$ cat config.mk
export PLATFORM = sky130hd
export DESIGN_NAME = blink_arb
export DESIGN_NICKNAME = d
export VERILOG_FILES = /design/src/rtl/blink_arb.sv
export SDC_FILE = /design/constraint.sdc
export NUM_CORES = 1
export LEC_CHECK = 0
export ABC_AREA = 1
export CORE_UTILIZATION = 35
export CTS_CLUSTER_SIZE = 10
export DETAILED_ROUTE_END_ITERATION = 16
export PLACE_DENSITY_LB_ADDON = 0.08
export SYNTH_ARGS = -nofsm -noshare
export SYNTH_HDL_FRONTEND = slang
export SYNTH_SLANG_ARGS = --single-unit
$ cat constraint.sdc
create_clock -name clk -period 3.4 [get_ports clk]
set_input_delay 0.68 -clock clk [delete_from_list [all_inputs] [get_ports clk]]
set_output_delay 0.68 -clock clk [all_outputs]
set_load 0.02 [all_outputs]
$ cat src/rtl/blink_arb.sv
// blink_arb: shares one blink LED between NREQ requesters. Each granted
// requester gets a burst of nblink blinks (ON/OFF phases of 2^CBITS cycles
// each), followed by one dark GAP phase and a one-cycle FIN that pulses done.
// Phases are timed from a shared free-running prescaler.
//
// Build option: define BLINK_ARB_PRIO_EN for fixed priority (lowest index
// wins, no round-robin pointer). Otherwise arbitration is round-robin.
module blink_arb #(
   parameter int NREQ  = 4,
   parameter int CBITS = 14,
   parameter int NBITS = 4
) (
   input  logic                   clk,
   input  logic                   rst,
   input  logic [NREQ-1:0]        req,
   input  logic [NREQ*NBITS-1:0]  nblink,
   output logic [NREQ-1:0]        grant,
   output logic                   led,
   output logic                   busy,
   output logic                   done
);

   localparam int IW = (NREQ > 1) ? $clog2(NREQ) : 1;

   typedef enum logic [2:0] {
      S_IDLE,
      S_SYNC,
      S_ON,
      S_OFF,
      S_GAP,
      S_FIN
   } state_t;

   state_t             state_q, state_d;
   logic [CBITS-1:0]   cnt_q, cnt_d;
   logic [NREQ-1:0]    grant_q, grant_d;
   logic [IW-1:0]      gidx_q, gidx_d;
   logic [NBITS-1:0]   left_q, left_d;
   logic               led_q, led_d;
   logic               done_q, done_d;

   logic               tick;
   logic               abort;
   logic               release_g;
   logic               found;
   logic [IW-1:0]      win_idx;
   logic [IW-1:0]      scan;
   logic [IW-1:0]      start_idx;

   // Prescaler free-runs in every state; tick marks the last cycle of a phase.
   always_comb begin
      cnt_d = cnt_q + 1'b1;
      tick  = &cnt_q;
   end

`ifdef BLINK_ARB_PRIO_EN
   assign start_idx = '0;
`else
   logic [IW-1:0] ptr_q, ptr_d;

   // Pointer moves to the requester after the one just released.
   always_comb begin
      ptr_d = ptr_q;
      if (release_g) begin
         ptr_d = (gidx_q == IW'(NREQ - 1)) ? '0 : gidx_q + 1'b1;
      end
   end

   // Round-robin pointer register.
   always_ff @(posedge clk or posedge rst) begin
      if (rst) begin
         ptr_q <= '0;
      end else begin
         ptr_q <= ptr_d;
      end
   end

   assign start_idx = ptr_q;
`endif

   // Winner search: first requester at or after start_idx, wrapping.
   always_comb begin
      found   = 1'b0;
      win_idx = '0;
      scan    = '0;
      for (int off = 0; off < NREQ; off++) begin
         scan = IW'((int'(start_idx) + off) % NREQ);
         if (!found && req[scan]) begin
            found   = 1'b1;
            win_idx = scan;
         end
      end
   end

   // Next-state and output decode for the burst sequencer.
   // NOTE: every variable gets a default before the case so no path leaves it unassigned (no latch).
   always_comb begin
      state_d   = state_q;
      grant_d   = grant_q;
      gidx_d    = gidx_q;
      left_d    = left_q;
      done_d    = 1'b0;
      release_g = 1'b0;
      abort     = tick && !req[gidx_q];

      unique case (state_q)
         S_IDLE: begin
            if (found) begin
               grant_d = NREQ'(1) << win_idx;
               gidx_d  = win_idx;
               left_d  = nblink[int'(win_idx)*NBITS +: NBITS];
               state_d = S_SYNC;
            end
         end
         S_SYNC: begin
            if (left_q == '0) begin
               state_d = S_FIN;
               done_d  = 1'b1;
            end else if (abort) begin
               state_d = S_IDLE;
            end else if (tick) begin
               state_d = S_ON;
            end
         end
         S_ON: begin
            if (abort) begin
               state_d = S_IDLE;
            end else if (tick) begin
               // ON is only entered with left_q != 0, so this cannot underflow.
               left_d  = left_q - 1'b1;
               state_d = S_OFF;
            end
         end
         S_OFF: begin
            if (abort) begin
               state_d = S_IDLE;
            end else if (tick) begin
               state_d = (left_q != '0) ? S_ON : S_GAP;
            end
         end
         S_GAP: begin
            if (abort) begin
               state_d = S_IDLE;
            end else if (tick) begin
               state_d = S_FIN;
               done_d  = 1'b1;
            end
         end
         S_FIN: begin
            state_d = S_IDLE;
         end
         default: begin
            state_d = S_IDLE;
         end
      endcase

      // Leaving a burst (normal finish or abort) drops the grant.
      if (state_q != S_IDLE && state_q != S_FIN &&
          (state_d == S_FIN || state_d == S_IDLE)) begin
         grant_d   = '0;
         release_g = 1'b1;
      end

      led_d = (state_d == S_ON);
   end

   // State and output registers.
   // NOTE: sequential blocks use non-blocking assignments so all flops update together.
   always_ff @(posedge clk or posedge rst) begin
      if (rst) begin
         state_q <= S_IDLE;
         cnt_q   <= '0;
         grant_q <= '0;
         gidx_q  <= '0;
         left_q  <= '0;
         led_q   <= 1'b0;
         done_q  <= 1'b0;
      end else begin
         state_q <= state_d;
         cnt_q   <= cnt_d;
         grant_q <= grant_d;
         gidx_q  <= gidx_d;
         left_q  <= left_d;
         led_q   <= led_d;
         done_q  <= done_d;
      end
   end

   assign grant = grant_q;
   assign led   = led_q;
   assign done  = done_q;
   assign busy  = |grant_q;

endmodule
==> impl_results.rst <==
.. list-table::
   :header-rows: 1

   * - Metric
     - Value
   * - Worst-path fanout max
     - 14
   * - Portion of total power attributed to combinational logic
     - 0.587
   * - Path length in cells of the critical path
     - 16
   * - Critical path buffers and inverters
     - 3
   * - Final worst setup slack
     - 1.02 ns
   * - Total half-perimeter wirelength after legalization and detailed placement
     - 3520 um
   * - CTS tree
     - built
   * - Total power
     - 2100 uW
   * - Instance count along the most critical hold path
     - 1
   * - Netlist area before placement
     - 0.00214 sq mm
   * - Cell chain of the critical path
     - clkdlybuf4s50_1, inv_1, nand2_2, nand3_2, nand2_4, nor2_1, nor2_2, nand2_4, nand2_4, clkinv_1, nand3_1, nand2_1, nor2_1, nand2_1, nand2_1, nand2_1
   * - Worst-case setup slack after placement
     - 0.735 ns
   * - Routed vias
     - 1886
   * - Cells on worst reg2reg path
     - 15
   * - Post-synthesis register bit count
     - 31
   * - Met1 wire length
     - 2350 um
   * - Drt initial violations
     - 75
   * - Total of endpoints with negative setup slack in the final report
     - 0
   * - Count of buffers inserted at the top-level ports
     - 28
   * - Cell taking the most area after synthesis
     - dfrtp_1
   * - Top-area cell type share of the netlist area
     - 0.363
   * - Transition at the pin with the smallest max-transition slack
     - 0.530 ns
   * - Initial Utilization
     - 0.363
   * - Max-cap viol count
     - 0
   * - Number of different library cells in the post-synthesis netlist
     - 30
   * - Most frequently used cell type in the post-synthesis netlist
     - nand2_1
   * - Number of placed I/O pins
     - 29
   * - Post-synth EDFFs
     - 0
   * - Type of the worst setup path
     - in2reg
   * - Total power per unit cell area
     - 811 mW/mm^2
   * - Reg2reg start
     - ptr_q[0]
   * - CP startpoint kind
     - input pin
   * - Worst Hold Launch
     - cnt_q[0]
   * - Die area
     - 0.00642 sq mm
   * - # H-tree levels
     - 2
   * - Number of max-slew violations in the final report
     - 0
   * - Slowest stage delay, CP
     - 0.52 ns
   * - Relative area change from synthesis to final layout
     - 21.1%
   * - Final weighted congestion of routability-driven global placement
     - 0.795
   * - Async set or reset register ratio after synthesis
     - 1.00
   * - Clock Tree Root
     - clkbuf_8
   * - Routed Wire Length
     - 4620 um
   * - Antenna diode count
     - 0
   * - Avg Inst Size Synth
     - 7.31 sq um
   * - CP most frequent cell
     - nand2_1
   * - Setup repair after global routing missed its margin
     - no
   * - Post-Route Setup TNS
     - 0 ns
   * - Element type at the critical path end
     - flop
   * - Synthesized Nets
     - 317
   * - Switching share of total power
     - 0.491
   * - Source of the critical timing path
     - req[1]
   * - Count of non-filler cells in the finished layout
     - 401
   * - Clock share of power
     - 0.156
   * - Critical path's top delay family
     - simple AND/OR/NAND/NOR gates
   * - Seq pwr share
     - 0.258
   * - Slew headroom
     - 0.643
   * - Met2 wire length
     - 1940 um
   * - Number of iterations in the first detailed-routing pass
     - 4
   * - Number of global-route vias before repair
     - 1740
   * - Post-Route Skew
     - 0.00812 ns
   * - Nets
     - 350
   * - Highest metal used
     - met4
   * - Clock tree sinks
     - 31
   * - Arrival time worst endpoint
     - 2.55 ns
   * - Internal Dissipation
     - 1070 uW
   * - Peak clock frequency supported by timing
     - 0.421 GHz
   * - Post-cts repair resize count
     - 0
   * - Clock Path Buffers
     - 2
   * - Global-route wire length before repair
     - 7890 um
   * - Status
     - complete, no violations
   * - Worst IR Drop VDD
     - 0.363 mV
   * - Routed wire per std cell
     - 11.5 um
   * - Hold_buf cts
     - 0
   * - Synth Warn #
     - 0
   * - Number of buffers created by CTS
     - 5
   * - Clock Latency Late Sink
     - 0.28 ns
   * - Sequential fraction of the synthesis area
     - 0.363
   * - Number of antenna-violating nets in the routed design
     - 0
   * - Number of antenna violations at the first check in global routing
     - 0
   * - Fraction of layout cells with a size suffix above 1
     - 0.144
   * - Cell area after placement
     - 0.00248 sq mm
   * - Core Footprint
     - 0.00589 sq mm
   * - Overflow left after global routing
     - 0
   * - Std-Cell Rows
     - 28
   * - Post-CTS setup repair buffer count
     - 0
   * - Design Area, Final
     - 0.00259 sq mm
   * - Number of endpoints with negative hold slack in the final report
     - 0
   * - Number of fill cells in the layout
     - 601
   * - Final cycle utilization of the critical path
     - 0.699
   * - Most common library cells after synthesis
     - nand2_1 (83), inv_1 (35), dfrtp_1 (31), nor2_1 (27), nand3_1 (24)
   * - Count of unresolved DRC violations after routing
     - 0
   * - Gate Count Post-Synth
     - 292
   * - Reported leakage power
     - 0.00133 uW
   * - Sum of met3 wire segment lengths after detailed routing
     - 268 um
   * - Average via count per standard cell
     - 4.70
   * - Hold WC Path Type
     - reg2reg
   * - Inst Count DP
     - 393
   * - Chip Height
     - 80.1 um
   * - Largest net degree at the start of global routing
     - 32
   * - Switching pwr
     - 1030 uW
   * - Width of the chip
     - 80.1 um
   * - Req. time, crit path
     - 3.58 ns
   * - Most frequently used flop master after synthesis
     - dfrtp_1
   * - Final critical delay including setup and external delays
     - 2.38 ns
   * - Total GRT Usage
     - 0.161
   * - Clk slew on worst S/H paths
     - 0.07 ns
   * - Slowest CP cell
     - clkdlybuf4s50_1
   * - Top post-synthesis cells by area
     - dfrtp_1 (36%), nand2_1 (15%), inv_1 (6.2%), nand3_1 (5.6%), nor2_1 (4.7%)
## cells in the final DEF (no fill, tap or decap), types with 6 or more instances in the layout
cell type,instances
nand2_1,83
inv_1,35
dfrtp_1,31
clkdlybuf4s50_1,28
nor2_1,27
nand3_1,24
nand2_2,11
o21ai_0,9
a21oi_1,8
xnor2_1,7
clkbuf_8,7
nand4_1,6
## worst paths after layout
| check | endpoint | slack, ns |
|---|---|---|
| setup / recovery | left_q[1] | 1.02 |
| hold / removal | cnt_q[0] | 0.45 |
| setup reg to reg | left_q[1] | 1.15 |
| hold reg to reg | cnt_q[0] | 0.45 |
| max in group asynchronous | cnt_q[6] | 2.32 |
| min in group asynchronous | cnt_q[2] | 0.78 |
## power groups by stage
| stage | Sequential, uW | Combinational (uW) | Clock (uW) |
|---|---|---|---|
| 3_5_place_dp | 549 | 1240 | 0 |
| 6_report | 541 | 1230 | 327 |
| 4_1_cts | 541 | 1250 | 340 |
| 5_1_grt | 557 | 1420 | 353 |
| 3_3_place_gp | 551 | 1250 | 0 |
| 2_1_floorplan | 535 | 1040 | 0 |
## registers in the layout (all words and copies together) (netlist names)
register	flops
done	1
ptr_q	2
led	1
state_q	3
cnt_q	14
grant	4
left_q	4
gidx_q	2
## stage by stage
step | util | hold WS, ns
2_1_floorplan | - | 0.422
3_3_place_gp | 0.422 | 0.443
3_5_place_dp | 0.422 | 0.440
4_1_cts | 0.440 | 0.449
5_1_grt | 0.440 | 0.460
6_report | 0.440 | 0.446
## cell type report
class | count | area, sq um | area share
clock buffers | 7 | 96.3 | 0.0372
clock inverters | 1 | 7.51 | 0.00290
repair buffers | 29 | 288 | 0.111
flip-flops and latches | 31 | 776 | 0.300
multi-input cells | 216 | 1170 | 0.452
inverters | 42 | 158 | 0.0609
well taps | 75 | 93.8 | 0.0363
## layer usage
metal,track usage,vias to the layer above
li1,-,989
met1,0.218,855
met2,0.251,36
met3,0.0420,6
met4,0.0482,0
met5,0,-
## worst reg2reg max path, delay by kind of cell, from the launching register on
kind,cells,cell delay [ns]
AOI/OAI and AO/OA,1,0.13
buffers and inverters,2,0.31
DFF,1,0.65
and+or+nand+nor,12,1.06
## cells by family (layout without fill, tap and decap cells)
kind of cell               count (synthesis)  after routing  share of synthesized area
AOI/OAI and AO/OA                         26             26                     0.0703
adders and majority gates                  3              3                     0.0176
xor gates and xnor gates                  12             12                     0.0492
buffers and inverters                     45             79                     0.0896
DFF                                       31             31                      0.363
and+or+nand+nor                          175            175                      0.410
No activity file was read; power rests on OpenSTA's default activity.
